`src/rtl/keyboard_pkg.sv`:
```
// Shared constants and the FSM state type for the PS/2 scancode sequencer.
package keyboard_pkg;

  localparam logic [15:0] RELEASED  = 16'h00F0;
  localparam logic [7:0]  PFX_EXT   = 8'hE0;
  localparam logic [7:0]  PFX_BRK   = 8'hF0;
  localparam logic [7:0]  PFX_PAUSE = 8'hE1;

  // Number of bytes that follow E1 in the Pause sequence.
  localparam logic [2:0]  PAUSE_TAIL = 3'd7;

  typedef enum logic [2:0] {
    ST_IDLE,
    ST_EXT,
    ST_BRK,
    ST_EXT_BRK,
    ST_SKIP
  } seq_state_t;

  // Keyboard status/ack bytes that carry no key information.
  function automatic logic is_discard(input logic [7:0] b);
    return (b == 8'hAA) || (b == 8'hFA) || (b == 8'hEE) ||
           (b == 8'hFE) || (b == 8'h00) || (b == 8'hFF);
  endfunction

endpackage

```
`src/rtl/seq_timeout.sv`:
```
// Saturating idle-cycle counter; flags expiry once the limit is reached while running.
module seq_timeout #(
  parameter int TIMEOUT_CYCLES = 1_000_000
) (
  input  logic clk,
  input  logic rst_n,
  input  logic clear,
  input  logic run,
  output logic expire
);

  localparam int CW = ($clog2(TIMEOUT_CYCLES) < 1) ? 1 : $clog2(TIMEOUT_CYCLES);
  localparam logic [CW-1:0] LIMIT = CW'(TIMEOUT_CYCLES - 1);

  logic [CW-1:0] cnt;

  // Count while running, hold at zero when idle or on a new byte, stick at the limit.
  always_ff @(posedge clk or negedge rst_n) begin
    if (!rst_n) begin
      cnt <= '0;
    end else if (clear || !run) begin
      cnt <= '0;
    end else if (cnt != LIMIT) begin
      cnt <= cnt + CW'(1);
    end
  end

  assign expire = run && (cnt == LIMIT);

endmodule

```
`src/rtl/key_sequencer.sv`:
```
// Assembles PS/2 scancode bytes (E0/F0 prefixes, Pause sequence) into 32-bit key codes.
//
// state      | meaning
// -----------+------------------------------------------------
// ST_IDLE    | waiting for the first byte of a sequence
// ST_EXT     | E0 seen, expecting F0 or the key byte
// ST_BRK     | F0 seen, expecting the key byte
// ST_EXT_BRK | E0 F0 seen, expecting the key byte
// ST_SKIP    | E1 seen, swallowing the rest of the Pause sequence
module key_sequencer
  import keyboard_pkg::*;
#(
  parameter int TIMEOUT_CYCLES = 1_000_000
) (
  input  logic        clk,
  input  logic        rst_n,
  input  logic [7:0]  rx_data,
  input  logic        rx_valid,
  output logic [31:0] keyCode,
  output logic        key_valid,
  output logic        frame_err,
  output logic        busy
);

  seq_state_t state;
  logic [2:0] skip_cnt;
  logic       expire;
  logic       in_seq;
  logic       timeout_hit;

  assign in_seq      = (state != ST_IDLE);
  assign busy        = in_seq;
  // A byte arriving on the expiry cycle takes priority over the timeout.
  assign timeout_hit = expire && !rx_valid;

  seq_timeout #(
    .TIMEOUT_CYCLES(TIMEOUT_CYCLES)
  ) u_seq_timeout (
    .clk   (clk),
    .rst_n (rst_n),
    .clear (rx_valid),
    .run   (in_seq),
    .expire(expire)
  );

  // Sequence FSM with registered key/error outputs; keyCode only changes on an emit.
  always_ff @(posedge clk or negedge rst_n) begin
    if (!rst_n) begin
      state     <= ST_IDLE;
      skip_cnt  <= 3'd0;
      keyCode   <= 32'h0;
      key_valid <= 1'b0;
      frame_err <= 1'b0;
    end else begin
      key_valid <= 1'b0;
      frame_err <= 1'b0;
      if (rx_valid) begin
        case (state)
          ST_IDLE: begin
            if (rx_data == PFX_EXT) begin
              state <= ST_EXT;
            end else if (rx_data == PFX_BRK) begin
              state <= ST_BRK;
            end else if (rx_data == PFX_PAUSE) begin
              state    <= ST_SKIP;
              skip_cnt <= PAUSE_TAIL;
            end else if (!is_discard(rx_data)) begin
              keyCode   <= {16'h0000, 8'h00, rx_data};
              key_valid <= 1'b1;
            end
          end
          ST_EXT: begin
            if (rx_data == PFX_BRK) begin
              state <= ST_EXT_BRK;
            end else if (rx_data == PFX_EXT) begin
              frame_err <= 1'b1;
            end else if (rx_data == PFX_PAUSE) begin
              frame_err <= 1'b1;
              state     <= ST_SKIP;
              skip_cnt  <= PAUSE_TAIL;
            end else begin
              keyCode   <= {16'h0000, PFX_EXT, rx_data};
              key_valid <= 1'b1;
              state     <= ST_IDLE;
            end
          end
          ST_BRK, ST_EXT_BRK: begin
            // Any prefix here restarts the sequence with that prefix as its first byte.
            if (rx_data == PFX_EXT) begin
              frame_err <= 1'b1;
              state     <= ST_EXT;
            end else if (rx_data == PFX_BRK) begin
              frame_err <= 1'b1;
              state     <= ST_BRK;
            end else if (rx_data == PFX_PAUSE) begin
              frame_err <= 1'b1;
              state     <= ST_SKIP;
              skip_cnt  <= PAUSE_TAIL;
            end else begin
              keyCode   <= {RELEASED, (state == ST_EXT_BRK) ? PFX_EXT : 8'h00, rx_data};
              key_valid <= 1'b1;
              state     <= ST_IDLE;
            end
          end
          ST_SKIP: begin
            if (skip_cnt <= 3'd1) begin
              skip_cnt <= 3'd0;
              state    <= ST_IDLE;
            end else begin
              skip_cnt <= skip_cnt - 3'd1;
            end
          end
          default: begin
            state <= ST_IDLE;
          end
        endcase
      end else if (timeout_hit) begin
        state     <= ST_IDLE;
        skip_cnt  <= 3'd0;
        frame_err <= 1'b1;
      end
    end
  end

endmodule

```
`config.mk`:
```
export PLATFORM = sky130hd
export DESIGN_NAME = key_sequencer
export DESIGN_NICKNAME = d
export VERILOG_FILES = /design/src/rtl/keyboard_pkg.sv /design/src/rtl/seq_timeout.sv /design/src/rtl/key_sequencer.sv
export SDC_FILE = /design/constraint.sdc
export NUM_CORES = 1
export LEC_CHECK = 0
export ABC_CLOCK_PERIOD_IN_PS = 3100
export CORE_MARGIN = 2
export CORE_UTILIZATION = 39
export CTS_CLUSTER_SIZE = 30
export DETAILED_ROUTE_END_ITERATION = 8
export PLACE_DENSITY = 0.71
export SETUP_SLACK_MARGIN = 0.05
export SLEW_MARGIN = 20
export SYNTH_ARGS = -nofsm -noshare
export SYNTH_HDL_FRONTEND = slang
export SYNTH_SLANG_ARGS = --single-unit
```
`constraint.sdc`:
```
create_clock -name clk -period 3.1 [get_ports clk]
set_clock_uncertainty 0.15 [all_clocks]
set_input_delay 0.465 -clock clk [delete_from_list [all_inputs] [get_ports clk]]
set_output_delay 0.465 -clock clk [all_outputs]
set_load 0.03 [all_outputs]
```
After elaboration in Yosys (flattened, before gate mapping)
Index checks and enable logic that the tools add are counted.
- register bits: 60
- input bits: 11
- output and inout port bits: 35
- multiplexer cells: 53
- magnitude comparators: 1
- reduce and logical (&&, ||, !) cells: 21
- add/subtract/negate cells: 2
- eq/ne operators: 32
- operators by type and width (operator ; count):
    32-bit two-way mux ; 10
    32-bit case mux with 3 select lines ; 1
    8-bit == test (second input constant) ; 8
    3-bit two-way mux ; 18
    20-bit two-way mux ; 2
    20-bit by 1-bit adder with 20-bit output (second input constant) ; 1
    20-bit == test (second input constant) ; 1
    2-bit != test (second input constant) ; 10
    20-bit != test (second input constant) ; 1
    1-bit two-way mux ; 17
    3-bit != test (second input constant) ; 5
    3-bit case mux with 4 select lines ; 1
    12-bit AND reduction ; 1
    3-bit case mux with 3 select lines ; 1
    8-bit logical NOT ; 1
    8-bit two-way mux ; 1
    3-bit by 2-bit == test with 1-bit output (second input constant) ; 2
    1-bit logical OR ; 6
    6-bit AND reduction ; 1
    3-bit nonzero test ; 2
    5-bit != test (second input constant) ; 1
    4-bit by 2-bit != test with 1-bit output (second input constant) ; 1
    4-bit != test (second input constant) ; 1
    4-bit AND reduction ; 1
    other kinds (12) ; 15

Logic depth before layout (Yosys ltp)
- word-level depth: 12
- depth in mapped cells: 7

By module
A second synthesis with hierarchy kept.
- cells, all modules: 238
- area, all modules: 2272.2 um^2
- modules (own cells, without submodules) (module ; area an instance (um^2) ; cells an instance ; instances):
    key_sequencer ; 1197.4 ; 119 ; 1
    seq_timeout ; 1074.8 ; 119 ; 1

Worst setup path after synthesis
OpenSTA, ideal clock, no wires.
- path type: reg2reg
- start point: register u_seq_timeout.cnt[10]
- end point: register skip_cnt[2]
- cell stages (with the launch flop): 6
- path slack: 0.680 ns
- path buffers: 1
- data required time: 2.828 ns
- data arrival time: 2.149 ns
- path through: dfrtp_1 -> or4_1 -> or4_1 -> clkbuf_2 -> or3_1 -> a32o_1
- cells in the longest elaborated chain, start to end: 5
- ends and longest elaborated chain (item ; RTL line ; RTL):
    start, declared ; seq_timeout.sv:15 ; logic [CW-1:0] cnt;
    start signal, assigned ; seq_timeout.sv:24 ; cnt <= cnt + CW'(1);
    20-bit == test ; seq_timeout.sv:28 ; assign expire = run && (cnt == LIMIT);
    1-bit logical AND ; seq_timeout.sv:28 ;
    1-bit logical AND ; key_sequencer.sv:34 ; assign timeout_hit = expire && !rx_valid;
    2-bit nonzero test (no source line) ; -- ;
    6-bit AND reduction (no source line) ; -- ;
    end signal, assigned ; key_sequencer.sv:110 ; skip_cnt <= skip_cnt - 3'd1;
    end, declared ; key_sequencer.sv:26 ; logic [2:0] skip_cnt;
No other way between the ends.
A chain may end at the register's enable or synchronous reset.

Final worst setup path
- start point: register u_seq_timeout.cnt[10]
- end point: register state[2]
- cells in the longest elaborated chain, start to end: 5
- ends and longest elaborated chain (item ; RTL line ; RTL):
    20-bit == test ; seq_timeout.sv:28 ;
    1-bit logical AND ; seq_timeout.sv:28 ;
    1-bit logical AND ; key_sequencer.sv:34 ;
    2-bit nonzero test (no source line) ; -- ;
    4-bit AND reduction (no source line) ; -- ;
    end signal, assigned ; key_sequencer.sv:49 ; state <= ST_IDLE;
    end signal, assigned ; key_sequencer.sv:61 ; state <= ST_EXT;
    end signal, assigned ; key_sequencer.sv:63 ; state <= ST_BRK;
    end, declared ; key_sequencer.sv:25 ; seq_state_t state;
No other way between the ends.

==> out/results.tsv <==
stage	metric	value	unit
cts	cts_buffer_depth	2	
timing	hold_viol	0	
timing	period_needed	2.55	ns
floorplan	coreArea	5440	um2
power	power.leakage	1.05	nW
worst_setup_path	critical_path_class	flop to flop	
finish	mostFrequentLayoutCells	dfrtp_1 (38), clkdlybuf4s50_1 (27), nor2_1 (23)	
worst_setup_path	cp-start-kind	flop	
routing	ant_nets	0	
job	maxCapViolations	0	
finish	drive_above_1_share	9.73	%
placed_design	postPlaceCellArea	2440	um2
cts	cts_resized	0	
global_routing	grtUsageTotal	14.1	%
routing	wl_met3	185	um
worst_setup_path	cpPeakStageDelay	0.67	ns
floorplan	die_h	78.6	um
cts	cts_buffers	5	
worst_setup_path	worstSetupEndpointType	flop	
worst_setup_path	arrival	2.58	ns
global_routing	grt_pass1_vias	1537	
routing	drc_errors	0	
global_routing	grt_overflow	0	
worst_setup_path	crit_fanout	7	
routing	num_vias	1669	
synth	syn_inst	229	
synth	yosys_warnings	0	
finish	fin_cells	329	
synth	synthXorXnorAreaFrac	6.46	%
worst_setup_path	crit_chain	or4_1 -> or4_1 -> or3_1 -> a32o_1	
cts	h-tree-depth	2	
cts	clock_latency	0.28	ns
floorplan	fp.dieW	78.6	um
placed_design	place_inst	321	
routing	maxUsedRoutingLayer	met4	
run_status	status	finished, final reports clean	
worst_setup_path	cp.required	3.13	ns
timing	tightest_slew	0.814	ns
routing	m1WireLength	1.97	mm
synth	synth-simple-area-share	19.5	%
floorplan	dieArea	6180	um2
placed_design	gp_congestion	0.873	
timing	max_freq	392	MHz
routing	routed_wl	4.00	mm
worst_setup_path	cp_top_family	simple AND/OR/NAND/NOR gates	
cts	cts_setup_buffers	0	
cts	cts_hold_buf	0	
floorplan	row_count	27	
placed_design	io_buffers	28	
synth	synthesis.area	2170	um2
global_routing	grt_pass1_wl	7.03	mm
cts	clock-sinks	38	
timing	finalSetupViolCount	0	
timing	rsz0062_at_grt	no	
finish	finalNetCount	270	
synth	synthMuxAreaShare	4.61	%
floorplan	boundaryPins	46	
routing	dr.pass1.iters	4	
timing	finalMaxSlewViolations	0	
synth	yosysSeqAreaShare	43.8	%
cts	root_buffer	clkbuf_8	
floorplan	initial_core_util	39.9	%
timing	timing.hold.ws	0.123	ns
worst_setup_path	cp_slowest_cell	or4_1	
finish	final_area	2550	um2
timing	max_slew_margin	45.7	%
power	max-vdd-ir-drop	0.433	mV
finish	insertedDiodeCount	0	
worst_setup_path	cp_num_buf_inv	0	
global_routing	grt_start_max_net_pins	39	
power	powerDensity	650	nW/um2
worst_setup_path	cp_common_cell	or4_1	
placed_design	dpl.hpwl	2.96	mm
finish	syn2layout_area_growth	17.3	%
finish	final_common_cell	dfrtp_1	
synth	avgSynthCellArea	9.48	um2
synth	synth_adder_area_share	1.73	%
timing	fin_crit_sh	82.4	%
synth	synth_compound_area_share	13.0	%
synth	synth_top_family_by_area	simple AND/OR/NAND/NOR gates	
routing	vias_per_cell	5.07	
worst_hold_path	min_path_type	input port to asynchronous set/reset pin	
timing	tns	0	ns
routing	wl_per_cell	12.2	um
cts	path_clk_slew	0.07	ns
cts	cts_tree	built	
synth	ys_ff_latch	38	
global_routing	antenna_found_initial	0	
synth	ys_types	47	
routing	drt_iter0_drc	57	
routing	dr_wl_met2	1.82	mm
## cell families after synthesis
logic type               after synthesis
adder cells (fa/ha/maj)                3
AND/OR/NAND/NOR                       83
other                                  1
multiplexers                           9
AO/OA/AOI/OAI                         41
flip-flops                            38
buffers and inverters                 38
XOR/XNOR                              16
## registers in the layout, summed over array words and instances, names as in the netlist
name / flops
frame_err: 1
u_seq_timeout.cnt: 20
key_valid: 1
skip_cnt: 3
keyCode: 10
state: 3
## cell type report
type                       count  area (um2)
inverter                       8        30.0
clock buffer                   7        76.3
sequential                    38         951
timing repair buffer          34         320
tap                           72        90.1
multi-input combinational    169        1050
fill                         509        2890
clock inverter                 1        30.0
## metal layers
metal | vias up | track usage, %
met5 | - | 0
met4 | 0 | 3.51
met3 | 5 | 3.68
met2 | 40 | 23.3
met1 | 789 | 18.3
li1 | 835 | -
## path summary, 6_finish.rpt
check | from | end | slack [ns] | cells past startpoint
min reg2reg | keyCode[6] | keyCode[6] | 0.35 | 1
max reg2reg | u_seq_timeout.cnt[10] | state[2] | 0.55 | 4
max in group asynchronous | rst_n | state[2] | 2.16 | 1
min in group clk | keyCode[6] | keyCode[6] | 0.35 | 1
max | u_seq_timeout.cnt[10] | state[2] | 0.55 | 4
min | rst_n | skip_cnt[0] | 0.12 | 1
## synthesized netlist by cell type (all sizes together)
cell	instances	area (um2)
nor4	4	25.0
xor2	5	43.8
nor3	6	30.0
and3	3	18.8
nand4	5	31.3
xnor2	11	96.3
o21ai	10	50.0
dfrtp	38	951
o21a	1	7.51
nor2b	3	18.8
clkbuf	6	23.8
a21boi	2	15.0
a41o	2	20.0
nand3	8	40.0
o21bai	1	7.51
a32o	3	30.0
mux2i	1	10.0
a31o	1	8.76
buf	24	178
o311ai	1	8.76
nand2b	2	12.5
conb	1	3.75
a21o	1	7.51
o22ai	2	12.5
or2	1	6.26
or4	4	30.0
or3	6	37.5
nand2	14	52.6
inv	8	30.0
a31oi	2	12.5
a22o	2	17.5
nor2	24	92.6
ha	3	37.5
o2111ai	2	17.5
mux2	8	90.1
o31ai	1	7.51
a211oi	1	7.51
and4	2	18.8
and4b	1	10.0
a21oi	6	30.0
o211ai	3	22.5
## stage by stage
step	util, %	power [mW]	setup slack [ns]
floorplan	-	1.06	0.680
global route	46.8	1.75	0.435
global placement	44.9	1.26	0.471
CTS	46.8	1.68	0.524
detailed placement	44.9	1.27	0.449
finish	46.8	1.66	0.547
## worst register-to-register path, cell delays in order (launching register included)
cell     delay [ns]
dfrtp_1        0.40
or4_1          0.54
or4_1          0.67
or3_1          0.43
a32o_1         0.26
## power by group
group,total [mW],internal [mW],switching (mW)
registers,0.643,0.585,0.0576
clock network,0.400,0.241,0.160
logic,0.612,0.267,0.345
No activity file was read; power rests on OpenSTA's default activity.
